--- src/rtl/bsg_vanilla_pkg.sv ---
// Shared types for the vanilla core's load-store path.
//   remote_req_s             : remote request as produced by the LSU
//   bsg_manycore_load_info_s : load/fetch qualifiers carried with a request
//   lsu_remote_buf_state_e   : fence drain state of the remote request buffer
package bsg_vanilla_pkg;

    localparam int data_width_gp   = 32;
    localparam int addr_width_gp   = 32;
    localparam int reg_id_width_gp = 5;

    typedef struct packed {
        logic       is_unsigned_op;
        logic       is_byte_op;
        logic       is_hex_op;
        logic [1:0] part_sel;
        logic       icache_fetch;
    } bsg_manycore_load_info_s;

    typedef struct packed {
        logic                         write_not_read;
        logic                         is_amo_op;
        logic [3:0]                   amo_type;
        logic                         amo_aq;
        logic                         amo_rl;
        logic [3:0]                   mask;
        bsg_manycore_load_info_s      load_info;
        logic [reg_id_width_gp-1:0]   reg_id;
        logic [data_width_gp-1:0]     data;
        logic [addr_width_gp-1:0]     addr;
    } remote_req_s;

    typedef enum logic {
        IDLE,
        DRAIN
    } lsu_remote_buf_state_e;

endpackage

--- src/rtl/bsg_fifo_1r1w_small.sv ---
// Small register-based FIFO with valid/ready enqueue and valid/yumi dequeue.
//   v_i/ready_o/data_i : enqueue side, write happens when v_i & ready_o
//   v_o/data_o/yumi_i  : dequeue side, yumi_i pops the head (only when v_o)
// ready_o and v_o come straight from the registered occupancy count, so a
// pop in the same cycle does not make room for a push.
module bsg_fifo_1r1w_small #(
    parameter int width_p = 8,
    parameter int els_p   = 2
) (
    input  logic               clk_i,
    input  logic               reset_n_i,
    input  logic               v_i,
    output logic               ready_o,
    input  logic [width_p-1:0] data_i,
    output logic               v_o,
    output logic [width_p-1:0] data_o,
    input  logic               yumi_i
);

    localparam int ptr_w_lp = (els_p > 1) ? $clog2(els_p) : 1;
    localparam int cnt_w_lp = $clog2(els_p + 1);

    logic [ptr_w_lp-1:0] wr_ptr_q, wr_ptr_d, rd_ptr_q, rd_ptr_d;
    logic [cnt_w_lp-1:0] count_q, count_d;
    logic [width_p-1:0]  mem_q [els_p];
    logic                enq, deq;

    assign ready_o = (count_q != cnt_w_lp'(els_p));
    assign v_o     = (count_q != '0);
    assign enq     = v_i & ready_o;
    assign deq     = yumi_i & v_o;
    assign data_o  = mem_q[rd_ptr_q];

    // NOTE: every always_comb output gets a default first so no path leaves it unassigned (no latch).
    always_comb begin
        wr_ptr_d = wr_ptr_q;
        rd_ptr_d = rd_ptr_q;
        count_d  = count_q;
        if (enq) begin
            wr_ptr_d = (wr_ptr_q == ptr_w_lp'(els_p - 1)) ? '0 : wr_ptr_q + ptr_w_lp'(1);
        end
        if (deq) begin
            rd_ptr_d = (rd_ptr_q == ptr_w_lp'(els_p - 1)) ? '0 : rd_ptr_q + ptr_w_lp'(1);
        end
        case ({enq, deq})
            2'b10:   count_d = count_q + cnt_w_lp'(1);
            2'b01:   count_d = count_q - cnt_w_lp'(1);
            default: count_d = count_q;
        endcase
    end

    // NOTE: sequential state uses non-blocking assignments so all registers update together at the edge.
    always_ff @(posedge clk_i or negedge reset_n_i) begin
        if (!reset_n_i) begin
            wr_ptr_q <= '0;
            rd_ptr_q <= '0;
            count_q  <= '0;
        end else begin
            wr_ptr_q <= wr_ptr_d;
            rd_ptr_q <= rd_ptr_d;
            count_q  <= count_d;
        end
    end

    // NOTE: storage is not reset; the count makes stale entries unobservable and this keeps it plain flops/RAM.
    always_ff @(posedge clk_i) begin
        if (enq) begin
            mem_q[wr_ptr_q] <= data_i;
        end
    end

endmodule

--- src/rtl/lsu_remote_credit_counter.sv ---
// Outstanding-request credit counter.
//   issue_i   : one request left for the network (consumes a credit)
//   return_i  : one request was acknowledged (restores a credit)
//   credits_o : credits currently available
//   full_o    : credits_o == max_out_credits_p (nothing outstanding)
// A return with nothing outstanding is a protocol error; the counter holds
// at max rather than wrapping.
module lsu_remote_credit_counter #(
    parameter int max_out_credits_p = 32,
    parameter int credit_width_p    = $clog2(max_out_credits_p + 1)
) (
    input  logic                      clk_i,
    input  logic                      reset_n_i,
    input  logic                      issue_i,
    input  logic                      return_i,
    output logic [credit_width_p-1:0] credits_o,
    output logic                      full_o
);

    localparam logic [credit_width_p-1:0] max_lp = credit_width_p'(max_out_credits_p);

    logic [credit_width_p-1:0] credits_q, credits_d;

    assign credits_o = credits_q;
    assign full_o    = (credits_q == max_lp);

    always_comb begin
        credits_d = credits_q;
        if (issue_i & ~return_i) begin
            credits_d = credits_q - credit_width_p'(1);
        end else if (return_i & ~issue_i & ~full_o) begin
            credits_d = credits_q + credit_width_p'(1);
        end
    end

    always_ff @(posedge clk_i or negedge reset_n_i) begin
        if (!reset_n_i) begin
            credits_q <= max_lp;
        end else begin
            credits_q <= credits_d;
        end
    end

    always @(posedge clk_i) begin
        if (reset_n_i) begin
            assert (!(return_i && full_o))
                else $error("[BSG_ERROR] credit returned with no request outstanding");
        end
    end

endmodule

--- src/rtl/lsu_remote_req_buffer.sv ---
// Remote request buffer between the LSU and the network TX endpoint.
//   remote_req_i/remote_req_v_i : request from the LSU, re-presented while stalled
//   fence_i                     : a fence is in EXE
//   stall_o                     : hold the EXE instruction
//   out_packet_o/out_v_o/out_ready_i : request stream to network TX
//   credit_return_i             : one outstanding request acknowledged (pulse)
//   out_credits_o               : credits currently available
//   drained_o                   : FIFO empty and all credits returned
// Requests leave in arrival order. A fence stalls until everything buffered
// has issued and been acknowledged; no implicit fencing is added for AMOs.
module lsu_remote_req_buffer
    import bsg_vanilla_pkg::*;
#(
    parameter int data_width_p      = 32,
    parameter int fifo_els_p        = 2,
    parameter int max_out_credits_p = 32,
    parameter int credit_width_p    = $clog2(max_out_credits_p + 1)
) (
    input  logic                      clk_i,
    input  logic                      reset_n_i,
    input  remote_req_s               remote_req_i,
    input  logic                      remote_req_v_i,
    input  logic                      fence_i,
    output logic                      stall_o,
    output remote_req_s               out_packet_o,
    output logic                      out_v_o,
    input  logic                      out_ready_i,
    input  logic                      credit_return_i,
    output logic [credit_width_p-1:0] out_credits_o,
    output logic                      drained_o
);

    if (data_width_p != data_width_gp) begin : g_bad_data_width
        $error("data_width_p must match the remote_req_s payload width");
    end
    if (fifo_els_p < 2) begin : g_bad_fifo_els
        $error("fifo_els_p must be at least 2");
    end
    if (max_out_credits_p < 1) begin : g_bad_credits
        $error("max_out_credits_p must be at least 1");
    end

    lsu_remote_buf_state_e state_q, state_d;

    logic fifo_ready, fifo_v, enq, issue, credits_full;

    // Enqueue only looks at the registered full flag, so a dequeue in the
    // same cycle does not let a new request in (keeps stall off the
    // network-ready path).
    assign enq     = remote_req_v_i & fifo_ready & (state_q == IDLE);
    assign out_v_o = fifo_v & (out_credits_o != '0);
    assign issue   = out_v_o & out_ready_i;

    assign drained_o = ~fifo_v & credits_full;

    bsg_fifo_1r1w_small #(
        .width_p ($bits(remote_req_s)),
        .els_p   (fifo_els_p)
    ) u_fifo (
        .clk_i     (clk_i),
        .reset_n_i (reset_n_i),
        .v_i       (enq),
        .ready_o   (fifo_ready),
        .data_i    (remote_req_i),
        .v_o       (fifo_v),
        .data_o    (out_packet_o),
        .yumi_i    (issue)
    );

    lsu_remote_credit_counter #(
        .max_out_credits_p (max_out_credits_p),
        .credit_width_p    (credit_width_p)
    ) u_credits (
        .clk_i     (clk_i),
        .reset_n_i (reset_n_i),
        .issue_i   (issue),
        .return_i  (credit_return_i),
        .credits_o (out_credits_o),
        .full_o    (credits_full)
    );

    // DRAIN releases the stall in the same cycle drained_o rises so the
    // fence retires without an extra bubble.
    always_comb begin
        state_d = state_q;
        stall_o = remote_req_v_i & ~fifo_ready;
        case (state_q)
            IDLE: begin
                if (fence_i & ~drained_o) begin
                    stall_o = 1'b1;
                    state_d = DRAIN;
                end
            end
            DRAIN: begin
                if (drained_o) begin
                    state_d = IDLE;
                end else begin
                    stall_o = 1'b1;
                end
            end
            default: state_d = IDLE;
        endcase
    end

    always_ff @(posedge clk_i or negedge reset_n_i) begin
        if (!reset_n_i) begin
            state_q <= IDLE;
        end else begin
            state_q <= state_d;
        end
    end

endmodule

--- config.mk ---
export PLATFORM = sky130hd
export DESIGN_NAME = lsu_remote_req_buffer
export DESIGN_NICKNAME = d
export VERILOG_FILES = /design/src/rtl/bsg_vanilla_pkg.sv /design/src/rtl/bsg_fifo_1r1w_small.sv /design/src/rtl/lsu_remote_credit_counter.sv /design/src/rtl/lsu_remote_req_buffer.sv
export SDC_FILE = /design/constraint.sdc
export NUM_CORES = 1
export LEC_CHECK = 0
export CORE_ASPECT_RATIO = 0.75
export CORE_MARGIN = 2
export CORE_UTILIZATION = 35
export CTS_CLUSTER_DIAMETER = 200
export DETAILED_ROUTE_END_ITERATION = 8
export HOLD_SLACK_MARGIN = 0.06
export SLEW_MARGIN = 20
export SYNTH_ARGS = -nofsm -noshare
export SYNTH_HDL_FRONTEND = slang
export SYNTH_SLANG_ARGS = --single-unit
--- constraint.sdc ---
create_clock -name clk_i -period 14.1 [get_ports clk_i]
set_clock_uncertainty 0.2 [all_clocks]
set_input_delay 2.82 -clock clk_i [delete_from_list [all_inputs] [get_ports clk_i]]
set_output_delay 2.82 -clock clk_i [all_outputs]
set_load 0.01 [all_outputs]
* Yosys cells after proc, flatten, opt, wreduce, memory -nomap -nowiden
Memory sizes are Yosys's and may differ from the RTL's.
Index checks and enable logic that the tools add are counted.
** Storage, ports and cells
- Flip-flop bits (word level) :: 11
- Bits in writable memories :: 174
- Output and inout bits :: 96
- Input bits :: 93
- Logic and storage cells :: 52
- Memories :: 1
** Memories
- u_fifo.mem_q :: depth 2, bits a word 87, rd ports 1, clocked after Yosys merged registers in 0, write ports 1, line bsg_fifo_1r1w_small.sv:25 : logic [width_p-1:0] mem_q [els_p];
** Operators by class
- Reductions and logical operators :: 4
- Mux-type cells :: 13
- $add $sub $neg :: 6
- Bitwise operators :: 19
- Equal/unequal tests :: 4
** Operators by type and width (number)
- $and A1 B1 Y1 :: 12
- $mux W6 :: 2
- $mux W1 :: 8
- $not A1 Y1 :: 7
- $add A6 B1 Y6 const B :: 1
- $eq A6 B6 Y1 const B :: 1
- $reduce_bool A2 Y1 :: 3
- $reduce_bool A6 Y1 :: 1
- $sub A6 B1 Y6 const B :: 1
- $pmux W1 S2 :: 2
- $pmux W2 S2 :: 1
- $add A1 B1 Y1 const B :: 2
- $add A2 B1 Y2 const B :: 1
- $eq A2 B1 Y1 const B :: 1
- $eq A2 B2 Y1 const B :: 1
- $ne A2 B2 Y1 const B :: 1
- $sub A2 B1 Y2 const B :: 1

* Logic depth before layout (Yosys ltp)
- Word-level depth :: 8
- Depth in mapped cells :: 10
- Gate-level depth less buffers :: 10

* Cells and area by module
Synthesis repeated with hierarchy kept, for this count alone.
** Unflattened totals
- Cell total of the unflattened synthesis :: 337
- Area, all modules :: 7029.2 um^2
** Modules (own cells, without submodules)
- bsg_fifo_1r1w_small :: area each 6550.0 um^2, cells each 288, sequential area each 5325.1 um^2, instances 1
- lsu_remote_credit_counter :: area each 387.9 um^2, cells each 36, sequential area each 151.4 um^2, instances 1
- lsu_remote_req_buffer :: area each 91.3 um^2, cells each 13, sequential area each 25.0 um^2, instances 1

* Worst setup path after synthesis
OpenSTA, ideal clock, no wires.
- Kind :: input to register
- Start :: in remote_req_v_i
- End :: mem u_fifo.mem_q[0][0] (netlist bit) (enable)
- Data required time :: 13.367 ns
- Path buffers :: 0
- Arrival time :: 6.806 ns
- Path slack :: 6.560 ns
- Cell stages on the path :: 3
- Setup time :: 0.533 ns
- Cells stage by stage :: inv_1 -> a211o_1 -> nor2_1
** Between the ends
- Word-level cells in the longest chain between the ends :: 5
** RTL lines
- from (decl) :: line lsu_remote_req_buffer.sv:22 : input logic remote_req_v_i,
- $and A1 B1 Y1 (2 in series) :: line lsu_remote_req_buffer.sv:50 : assign enq = remote_req_v_i & fifo_ready & (state_q == IDLE);
- $and A1 B1 Y1 :: line bsg_fifo_1r1w_small.sv:30 : assign enq = v_i & ready_o;
- $mux W1 :: line bsg_fifo_1r1w_small.sv:67 : if (enq) begin
- $mux W1 (not written as such) :: line bsg_fifo_1r1w_small.sv:68 : mem_q[wr_ptr_q] <= data_i;
- to (decl) :: line bsg_fifo_1r1w_small.sv:25
No other way between the ends.

* Final worst setup path
- Start :: in remote_req_v_i
- End :: out stall_o
** Between the ends
- Word-level cells in the longest chain between the ends :: 3
- Elaborated cells on any way between the ends :: 4
- Classes of those cells :: mux: 3; bitwise: 1
** RTL lines
- $and A1 B1 Y1 * :: line lsu_remote_req_buffer.sv:86 : stall_o = remote_req_v_i & ~fifo_ready;
- $mux W1, on equally long branches :: line lsu_remote_req_buffer.sv:95, lsu_remote_req_buffer.sv:89
- $pmux W1 S2 * :: line lsu_remote_req_buffer.sv:87 : case (state_q)
- to (decl) :: line lsu_remote_req_buffer.sv:24 : output logic stall_o,
Every way passes the cells marked *; elsewhere a longest branch is shown, timed or not.

==> results.sh <==
export IMPL_status="finished with violations"
export IMPL_violations="design-rule violations"
export IMPL_clock_latency_ps=420
export IMPL_hp_class="flop to flop"
export IMPL_netlist_area_mm2=0.007004
export IMPL_route_final_wire_length_mm=14.29
export IMPL_worst_slew_pin_slew_ps=840.0
export IMPL_port_buffers=188
export IMPL_grt_max_degree=62
export IMPL_setup_tns_final_ps=0
export IMPL_chipHeight_um=126.5
export IMPL_synth_edf_count=174
export IMPL_timing_critical_path_cells="clkdlybuf4s50_1 -> inv_1 -> o21ai_0 -> nand2_1 -> o21ai_1 -> clkdlybuf4s50_1"
export IMPL_criticalPathCategory="input pin to primary output"
export IMPL_floorplan_rows=44
export IMPL_cts_buffers_inserted=17
export IMPL_finalHoldViolations=0
export IMPL_finalPower_mw=1.630
export IMPL_max_freq_mhz=139.2
export IMPL_critical_path_buffer_and_inverter_count=3
export IMPL_final_core_utilization_pct=50.33
export IMPL_hold_path_cell_count=2
export IMPL_global_route_usage_met1_pct=17.78
export IMPL_number_of_h_tree_levels=4
export IMPL_fin_crit_sh_pct=50.94
export IMPL_grt_busiest_layer="met2"
export IMPL_vias_in_the_first_global_route=4134
export IMPL_drt_first_iter_violations=213
export IMPL_nature_of_the_critical_path_startpoint="input pin"
export IMPL_cp_top_family="buffers and inverters"
export IMPL_irDropWorstVdd_mv=0.06335
export IMPL_r2r_slack_ps=10800
export IMPL_drt_antenna_violating_nets=0
export IMPL_drt_vias_per_instance=4.603
export IMPL_setup_violations_final=0
export IMPL_grt_antenna_before_repair=0
export IMPL_p_leak_nw=3.305
export IMPL_detail_route_wl_per_cell_um=17.60
export IMPL_powerDensity_mw_per_mm2=166.2
export IMPL_grt_util_all_layers_pct=14.03
export IMPL_synthesis_nets=445
export IMPL_holdCritStartpoint="state_q"
export IMPL_nNetsFinal=645
export IMPL_postSynth_asyncResetShare_pct=5.946
export IMPL_detail_route_drc_violations=11
export IMPL_final_common_cell="sky130_fd_sc_hd__clkdlybuf4s50_1"
export IMPL_post_route_cells_drive_above_1_share_pct=23.97
export IMPL_yosys_warnings=0
export IMPL_timing_critical_path_to_type="primary output"
export IMPL_cap_viol_max_count=0
export IMPL_finalMaxSlewViolations=0
export IMPL_synthToLayoutAreaGrowth_pct=40.03
export IMPL_dp_slack_ps=6925
export IMPL_design_die_area_mm2=0.02117
export IMPL_cp_slowest_cell="sky130_fd_sc_hd__clkdlybuf4s50_1"
export IMPL_post_cts_resized=0
export IMPL_seq_area_frac_synth_pct=78.55
export IMPL_detailedPlacementHpwl_mm=9.278
export IMPL_grt_setup_unrepaired="false"
export IMPL_crit_path_frequent_cell="sky130_fd_sc_hd__clkdlybuf4s50_1"
export IMPL_final_hold_worst_slack_ps=357.1
export IMPL_postSynthRegisterBits=185
export IMPL_post_route_min_period_ps=7183
export IMPL_ys_dominant_reg_cell="sky130_fd_sc_hd__edfxtp_1"
export IMPL_use_met2_pct=22.75
export IMPL_gr_usage_met3_pct=4.587
export IMPL_n_fill_cell=1631
export IMPL_crit_path_max_incr_delay_ps=560
export IMPL_synth_cells=346
export IMPL_global_route_overflow_total=0
export IMPL_cts_setup_buffers=0
export IMPL_clkSinkCount=185
export IMPL_worstPathArrival_ps=4160
export IMPL_layout_common_cells="sky130_fd_sc_hd__clkdlybuf4s50_1, sky130_fd_sc_hd__edfxtp_1, sky130_fd_sc_hd__mux2_2"
export IMPL_detail_route_first_pass_iterations=6
export IMPL_regToRegEndpoint="u_credits.credits_o[5]"
export IMPL_synth_lib_cells_used_distinct=36
export IMPL_postSynthAreaPerCell_um2=20.24
export IMPL_grt_first_pass_wirelength_mm=22.63
export IMPL_cts_hold_buf=0
export IMPL_clock_transition_at_the_registers_of_the_reported_paths_ps=60
export IMPL_clock_root_buffer="sky130_fd_sc_hd__clkbuf_16"
export IMPL_setup_slack_ps=6917
export IMPL_routed_via_count=3738
export IMPL_worst_hold_path_endpoint="state_q"
export IMPL_antennaDiodeCount=0
export IMPL_fp_dieW_um=167.4
export IMPL_initial_utilization_pct=35.94
export IMPL_cts_path_max_buffers=2
export IMPL_pin_count=189
export IMPL_tritoncts_clock_tree="done"
export IMPL_crit_required_ps=11080
export IMPL_timing_max_slew_rel_slack_pct=44.00
export IMPL_gp_congestion=0.7589
export IMPL_crit_path_max_fanout=2
export IMPL_core_area_mm2=0.01949
export IMPL_worst_r2r_startpoint="u_credits.credits_o[0]"
export IMPL_reg2reg_depth=10
[Yosys cell counts (2+ instances only)]
cell type                    n  area (um2)
sky130_fd_sc_hd__edfxtp_1  174        5225
sky130_fd_sc_hd__mux2_2     87       979.7
sky130_fd_sc_hd__nor2_1     11       41.29
sky130_fd_sc_hd__dfrtp_1    10       250.2
sky130_fd_sc_hd__clkbuf_1    8       30.03
sky130_fd_sc_hd__xnor2_1     7       61.31
sky130_fd_sc_hd__ha_1        5       62.56
sky130_fd_sc_hd__inv_1       4       15.01
sky130_fd_sc_hd__mux2_4      4       60.06
sky130_fd_sc_hd__a21oi_1     3       15.01
sky130_fd_sc_hd__a21o_1      2       15.01
sky130_fd_sc_hd__buf_1       2       7.510
sky130_fd_sc_hd__nand2_1     2       7.510
sky130_fd_sc_hd__nor3_1      2       10.01
sky130_fd_sc_hd__o21ai_0     2       10.01
sky130_fd_sc_hd__o21ai_1     2       10.01
sky130_fd_sc_hd__xor2_1      2       17.52
[tightest hold or removal path: stages (launching register included)]
cell and delay [ps]:
sky130_fd_sc_hd__dfrtp_1 350, sky130_fd_sc_hd__nor2_1 70, sky130_fd_sc_hd__nor2_1 100
[worst max path at each step]
stage | startpoint | to | slack (ps) | cells after the start
after detailed placement | remote_req_v_i | stall_o | 6930 | 6
final | remote_req_v_i | stall_o | 6920 | 6
after global routing | remote_req_v_i | stall_o | 6810 | 6
after floorplan | remote_req_v_i | u_fifo.mem_q[0][0] | 6560 | 3
after CTS | remote_req_v_i | stall_o | 6920 | 6
after global placement | remote_req_v_i | stall_o | 6910 | 6
[power by group]
part           leakage (nW)  internal (mW)  switching, mW  total, mW
clock network         0.290          0.280          0.203      0.482
logic                  1.33          0.295          0.188      0.483
registers              1.69          0.624         0.0408      0.665
[layer usage]
metal  wire length [um]  vias to the layer above
met3                919                       15
li1                   -                     1754
met5                  0                        -
met4                202                        0
met1               6407                     1851
met2               6761                      118
[state kept, by name (all words and copies together) (netlist names)]
signal / flops
u_fifo.count_q: 2
u_fifo.rd_ptr_q: 1
u_fifo.mem_q: 174
u_fifo.wr_ptr_q: 1
u_credits.credits_o: 6
state_q: 1
[logic make-up after synthesis]
group                    synth area share (%)
XOR/XNOR                                1.125
multiplexers                            14.99
AND/OR/NAND/NOR                         1.644
buffers and inverters                  0.9466
AO/OA/AOI/OAI                           1.572
flip-flops                              78.55
adder cells (fa/ha/maj)                 1.179
[layout make-up]
cell class | instances | area [um2] | area share, %
sequential | 185 | 5505 | 56.13
inverter | 5 | 18.77 | 0.1914
multi-input combinational | 144 | 1451 | 14.80
clock buffer | 17 | 425.4 | 4.337
timing repair buffer | 193 | 1919 | 19.57
tap | 253 | 316.6 | 3.227
clock inverter | 15 | 171.4 | 1.748
[per-stage QoR]
stage / cells / instance area (um2)
3_5_place_dp: 780 / 9211
5_1_grt: 812 / 9808
4_1_cts: 812 / 9808
6_report: 812 / 9808
2_1_floorplan: 346 / 7004
3_3_place_gp: 780 / 9211
Note: power is estimated with default switching activity, not from simulation.
